[config.mk]
export PLATFORM = sky130hd
export DESIGN_NAME = fpga_config_loader_flat
export DESIGN_NICKNAME = d
export VERILOG_FILES = /design/src/rtl/fpga_config_loader_pkg.sv /design/src/rtl/fpga_config_loader_if.sv /design/src/rtl/fpga_config_loader_shifter.sv /design/src/rtl/fpga_config_loader.sv /design/src/flat_wrapper.sv
export SDC_FILE = /design/constraint.sdc
export NUM_CORES = 1
export LEC_CHECK = 0
export BUFFER_PORTS_ARGS = -buffer_cell sky130_fd_sc_hd__buf_2
export CAP_MARGIN = 20
export CORE_ASPECT_RATIO = 0.5
export CORE_MARGIN = 2
export CORE_UTILIZATION = 39
export CTS_CLUSTER_DIAMETER = 60
export DETAILED_ROUTE_END_ITERATION = 10
export PLACE_DENSITY_LB_ADDON = 0.25
export SKIP_CTS_REPAIR_TIMING = 1
export SLEW_MARGIN = 15
export SYNTH_ARGS = -nofsm -noshare
export SYNTH_HDL_FRONTEND = slang
export SYNTH_SLANG_ARGS = --single-unit
[constraint.sdc]
create_clock -name config_clk -period 4 [get_ports config_clk]
set_input_delay 0.2 -clock config_clk [delete_from_list [all_inputs] [get_ports config_clk]]
set_output_delay 0.2 -clock config_clk [all_outputs]
set_load 0.02 [all_outputs]
[src/rtl/fpga_config_loader_pkg.sv]
// Shared definitions for the serial configuration loader: FSM state
// encoding and helpers that derive the word count and final-word bit count.
package fpga_cfg_pkg;

    typedef enum logic [2:0] {
        IDLE,
        RST,
        FETCH,
        SHIFT_LO,
        SHIFT_HI,
        DONE
    } cfg_state_t;

    // Number of stream words needed to carry cfg_size bits.
    function automatic int calc_nwords(input int cfg_size, input int word_w);
        return (cfg_size + word_w - 1) / word_w;
    endfunction

    // Number of meaningful (upper) bits in the final stream word.
    function automatic int calc_last_bits(input int cfg_size, input int word_w);
        return cfg_size - (calc_nwords(cfg_size, word_w) - 1) * word_w;
    endfunction

endpackage

[src/rtl/fpga_config_loader_if.sv]
// Valid/ready word stream feeding the configuration loader.
interface fpga_config_loader_if #(
    parameter int WORD_W = 32
) ();
    logic [WORD_W-1:0] s_data;
    logic              s_valid;
    logic              s_ready;

    modport master (output s_data, output s_valid, input s_ready);
    modport slave  (input s_data, input s_valid, output s_ready);
endinterface

[src/rtl/fpga_config_loader_shifter.sv]
// Word-wide parallel-in/serial-out register, MSB first. Holds pure data,
// so it carries no reset.
module cfg_word_shifter #(
    parameter int WORD_W = 32
) (
    input  logic              clk,
    input  logic              i_load,
    input  logic              i_shift,
    input  logic [WORD_W-1:0] i_data,
    output logic              o_serial
);
    logic [WORD_W-1:0] r_word;

    // Load a fresh word, or move the next bit up into the MSB position.
    always_ff @(posedge clk) begin
        if (i_load) begin
            r_word <= i_data;
        end else if (i_shift) begin
            r_word <= {r_word[WORD_W-2:0], 1'b0};
        end
    end

    assign o_serial = r_word[WORD_W-1];
endmodule

[src/rtl/fpga_config_loader.sv]
// Self-timed programmer for the fabric configuration chain: pulses the chain
// reset, then serializes exactly CONFIG_SIZE bits from the word stream using a
// divide-by-2 chain clock, and reports done once the last bit is captured.
module fpga_config_loader
    import fpga_cfg_pkg::*;
#(
    parameter int CONFIG_SIZE = 1530,
    parameter int WORD_W      = 32,
    parameter int RST_CYCLES  = 4
) (
    input  logic                 config_clk,
    input  logic                 config_rst,
    input  logic                 start,
    fpga_config_loader_if.slave  s_if,
    output logic                 chain_rst,
    output logic                 chain_clk,
    output logic                 chain_data,
    output logic                 busy,
    output logic                 done
);
    localparam int BIT_CNT_W  = $clog2(CONFIG_SIZE + 1);
    localparam int WBIT_CNT_W = $clog2(WORD_W + 1);
    localparam int RST_CNT_W  = $clog2(RST_CYCLES + 1);

    cfg_state_t            r_state;
    logic [BIT_CNT_W-1:0]  r_bits_left;
    logic [WBIT_CNT_W-1:0] r_wbits_left;
    logic [RST_CNT_W-1:0]  r_rst_left;
    logic                  r_chain_rst;
    logic                  r_chain_clk;
    logic                  r_chain_data;
    logic                  r_busy;
    logic                  r_done;

    logic                  w_load;
    logic                  w_shift;
    logic                  w_serial;

    // The shifter is advanced during SHIFT_LO so that its MSB already holds
    // the following bit when SHIFT_HI decides whether to present it.
    assign w_load  = (r_state == FETCH) && s_if.s_valid;
    assign w_shift = (r_state == SHIFT_LO);

    cfg_word_shifter #(
        .WORD_W (WORD_W)
    ) u_shifter (
        .clk      (config_clk),
        .i_load   (w_load),
        .i_shift  (w_shift),
        .i_data   (s_if.s_data),
        .o_serial (w_serial)
    );

    // Sequencer: state, counters and every registered output.
    always_ff @(posedge config_clk or posedge config_rst) begin
        if (config_rst) begin
            r_state      <= IDLE;
            r_bits_left  <= '0;
            r_wbits_left <= '0;
            r_rst_left   <= '0;
            r_chain_rst  <= 1'b1;
            r_chain_clk  <= 1'b0;
            r_chain_data <= 1'b0;
            r_busy       <= 1'b0;
            r_done       <= 1'b0;
        end else begin
            case (r_state)
                IDLE, DONE: begin
                    r_chain_rst <= 1'b0;
                    r_chain_clk <= 1'b0;
                    if (start) begin
                        r_state     <= RST;
                        r_chain_rst <= 1'b1;
                        r_busy      <= 1'b1;
                        r_done      <= 1'b0;
                        r_rst_left  <= RST_CNT_W'(RST_CYCLES - 1);
                        r_bits_left <= BIT_CNT_W'(CONFIG_SIZE);
                    end
                end
                RST: begin
                    if (r_rst_left == '0) begin
                        r_state      <= FETCH;
                        r_chain_rst  <= 1'b0;
                        r_wbits_left <= WBIT_CNT_W'(WORD_W);
                    end else begin
                        r_rst_left <= r_rst_left - 1'b1;
                    end
                end
                FETCH: begin
                    r_chain_clk <= 1'b0;
                    if (s_if.s_valid) begin
                        r_state      <= SHIFT_LO;
                        r_chain_data <= s_if.s_data[WORD_W-1];
                    end
                end
                SHIFT_LO: begin
                    r_state     <= SHIFT_HI;
                    r_chain_clk <= 1'b1;
                end
                SHIFT_HI: begin
                    r_chain_clk  <= 1'b0;
                    r_bits_left  <= r_bits_left - 1'b1;
                    r_wbits_left <= r_wbits_left - 1'b1;
                    if (r_bits_left == BIT_CNT_W'(1)) begin
                        r_state <= DONE;
                        r_busy  <= 1'b0;
                        r_done  <= 1'b1;
                    end else if (r_wbits_left == WBIT_CNT_W'(1)) begin
                        r_state      <= FETCH;
                        r_wbits_left <= WBIT_CNT_W'(WORD_W);
                    end else begin
                        r_state      <= SHIFT_LO;
                        r_chain_data <= w_serial;
                    end
                end
                default: begin
                    r_state <= IDLE;
                end
            endcase
        end
    end

    // Ready is a pure state decode; it never looks at s_valid.
    assign s_if.s_ready = (r_state == FETCH);

    assign chain_rst  = r_chain_rst;
    assign chain_clk  = r_chain_clk;
    assign chain_data = r_chain_data;
    assign busy       = r_busy;
    assign done       = r_done;
endmodule

[src/flat_wrapper.sv]
// flat-port wrapper written by rule: the top's interface ports become plain ports
module fpga_config_loader_flat import fpga_cfg_pkg::*;
#(
    parameter int CONFIG_SIZE = 1530,
    parameter int WORD_W      = 32,
    parameter int RST_CYCLES  = 4
)
  (config_clk, config_rst, start, chain_rst, chain_clk, chain_data, busy, done, s_if_s_data, s_if_s_valid, s_if_s_ready);
  fpga_config_loader_if #(.WORD_W(WORD_W)) s_if_i ();
  input  logic config_clk;
  input  logic config_rst;
  input  logic start;
  output logic chain_rst;
  output logic chain_clk;
  output logic chain_data;
  output logic busy;
  output logic done;
  input wire logic [$bits(s_if_i.s_data)-1:0] s_if_s_data;
  input wire logic [$bits(s_if_i.s_valid)-1:0] s_if_s_valid;
  output wire logic [$bits(s_if_i.s_ready)-1:0] s_if_s_ready;
  assign s_if_i.s_data = s_if_s_data;
  assign s_if_i.s_valid = s_if_s_valid;
  assign s_if_s_ready = s_if_i.s_ready;
  fpga_config_loader #(.CONFIG_SIZE(CONFIG_SIZE), .WORD_W(WORD_W), .RST_CYCLES(RST_CYCLES)) u_core (.config_clk(config_clk), .config_rst(config_rst), .start(start), .s_if(s_if_i), .chain_rst(chain_rst), .chain_clk(chain_clk), .chain_data(chain_data), .busy(busy), .done(done));
endmodule
==> impl_results.md <==
- Die Area: 8240 um^2
- Initial antenna violation count: 0
- NumNets Final: 323
- Die H: 65.2 um
- Maximum number of pins on one net before global-route repair: 33
- Synth top area cells: edfxtp_1, dfrtp_1, mux2_2
- Yosys top cell by area: edfxtp_1
- Initial DRC Count: 116
- Root Driver: clkbuf_16
- Hold endpoint: u_core.u_shifter.r_word[12]
- Worst Path Max Fanout: 32
- Yosys cell types: 52
- Commonest cells after routing, fill and taps aside: buf_2, mux2_2, edfxtp_1, dfrtp_1, nand2_1
- CP max stage delay: 0.61 ns
- Share of the yosys chip area belonging to registers: 0.569
- Rows: 22
- CTS tree: yes
- Cell Pwr Density: 676 nW/um^2
- WL/cell: 13.5 um
- H-tree depth: 3
- Tightest Pin Transition: 0.625 ns
- IR drop worst, VDD: 0.307 mV
- Critical hold path startpoint: s_if_s_data[12]
- Layout cells sized above 1: 0.346
- Clock latency on the worst-skew pair: 0.33 ns
- Total Neg Setup Slack: 0 ns
- Initial core utilization: 0.400
- Clock-pin slew on the worst setup and hold paths: 0.06 ns
- Gr usage total: 0.139
- Final setup viols: 0
- Highest Clock Rate: 487 MHz
- Slew Limit Fails: 0
- Yosys reg bits: 60
- Vias in the first global route: 1,882
- Critical Path AT: 2.13 ns
- Hold crit path type: input port to flip-flop
- Commonest non-fill, non-tap cell in the layout: buf_2
- R2r setup slk: 1.94 ns
- RSZ-0062 raised after global routing: no
- Final HPWL DP: 3530 um
- RR Endpoint: u_core.u_shifter.r_word[13]
- Die X: 126 um
- Final Critical Period: 2.06 ns
- Worst Setup End Kind: flip-flop
- Area growth syn-to-layout: 21.6%
- R2R depth: 4
- Ports: 42
- Reg-to-Reg Start: u_core.r_state[1]
- Synthesized area: 2920 um^2
- Max Cap Violations: 0
- GP Congestion: 0.887
- Routed vias: 1,928
- Cells after Synth: 236
- Leak: 1.38 nW
- First-pass GRT wire length: 8760 um
- Vias per inst: 5.05
- Syn nets: 278
- Outcome: finished, final reports clean
- CTS Sinks: 60
- Pre-antenna DRT Iters: 4
- Antenna Nets Post-Route: 0
- Max Root-Sink Buffers: 2
- Final wirelength: 5160 um
- Synth warn: 0
- Antenna fix cells: 0
- CP required: 4.07 ns
- Avg Cell Area, Syn: 12.4 um^2
- Fin. Hold Viols: 0
- Critical path startpoint category: flip-flop
- Yosys top cell area share: 0.329
- Hold Worst Slack: 0.168 ns
- CTS Buf Count: 9
- Gr ovfl total: 0
- Headroom to the max-slew limit: 0.583
- CP cell instances: nor3b_2 > and2_1 > buf_4 > mux2_2
- DRC: 0
- Synth Flop Type: edfxtp_1
- Final Skew: 0.00760 ns
- Core Region: 7290 um^2
- Post-synth EDFFs: 32
- Period utilization: 0.514
- Ys async rst share: 0.467
- Port Buf Inserts: 41
- Hold path depth: 2
- CP max stage cell: dfrtp_1
- Critical path class: flip-flop to flip-flop
## critical path: cells and delay by family (launching register included)
kind / cells / cell delay (ns)
flops: 1 / 0.61
mux: 1 / 0.39
buf+inv: 1 / 0.35
simple gates: 2 / 0.43
## cells by family after synthesis
group,Yosys count,share of synthesized area
xor+xnor,3,0.00900
simple gates,72,0.138
buf+inv,22,0.0364
compound gates,38,0.0878
mux,35,0.134
flops,60,0.569
fa+ha+maj,6,0.0257
## layout make-up
type,instances,area (um^2)
fillers,649,3740
flip-flops and latches,60,1660
multi-input cells,154,1150
repair buffers,44,230
clock buffers,9,225
well taps,96,120
clock inverters,7,115
inverters,12,45.0
## per-layer routing
metal | vias to the layer above | wire (um) | share of wire | track usage
li1 | 965 | - | - | -
met1 | 919 | 2410 | 0.47 | 0.168
met2 | 37 | 2440 | 0.47 | 0.228
met3 | 7 | 257 | 0.050 | 0.0554
met4 | 0 | 64 | 0.012 | 0.0536
met5 | - | 0 | 0 | 0
## worst max-delay path by stage
stage	startpoint	endpoint	slack, ns	cells after the start
final	u_core.r_state[1]	u_core.u_shifter.r_word[13]	1.94	4
after global routing	u_core.r_state[2]	u_core.r_bits_left[9]	1.78	4
after CTS	u_core.r_state[1]	u_core.u_shifter.r_word[13]	1.93	4
after detailed placement	u_core.r_state[1]	u_core.u_shifter.r_word[13]	1.94	4
after global placement	u_core.r_state[1]	u_core.u_shifter.r_word[13]	1.95	4
after floorplan	u_core.r_state[1]	u_core.u_shifter.r_word[0]	1.87	3
## sequential cells by signal (all words and copies together) (netlist names)
signal / cells
u_core.busy: 1
u_core.chain_clk: 1
u_core.chain_data: 1
u_core.chain_rst: 1
u_core.done: 1
u_core.r_bits_left: 11
u_core.r_rst_left: 3
u_core.r_state: 3
u_core.r_wbits_left: 6
u_core.u_shifter.r_word: 32
## cell usage after synthesis (2+ instances only)
cell / number
a21oi_1: 8
a31oi_1: 2
and3_1: 2
buf_2: 4
buf_4: 3
clkbuf_1: 2
dfrtp_1: 27
edfxtp_1: 32
ha_1: 6
inv_1: 12
mux2_2: 32
mux2i_1: 2
nand2_1: 18
nand2b_1: 3
nand3_1: 10
nand4b_1: 2
nor2_1: 8
nor2b_1: 6
nor3_1: 7
nor4_1: 3
o21a_1: 2
o21ai_0: 11
o221ai_1: 2
or3_1: 3
xor2_1: 2
## power by group
| part | internal, mW | total (mW) | switching (mW) |
|---|---|---|---|
| Clock | 0.605 | 0.873 | 0.268 |
| Combinational | 0.254 | 0.556 | 0.302 |
| Sequential | 0.848 | 0.971 | 0.122 |
| Total | 1.71 | 2.40 | 0.692 |
## per-stage QoR
stage	std cells	util	worst slack, ns	power (mW)	area (um^2)
3_3_place_gp	365	0.439	1.95	1.52	3200
4_1_cts	381	0.485	1.93	2.43	3540
5_1_grt	382	0.487	1.78	2.56	3550
2_1_floorplan	236	-	1.87	1.41	2920
6_report	382	0.487	1.94	2.40	3550
3_5_place_dp	365	0.439	1.94	1.54	3200
Note: power is estimated with default switching activity, not from simulation.
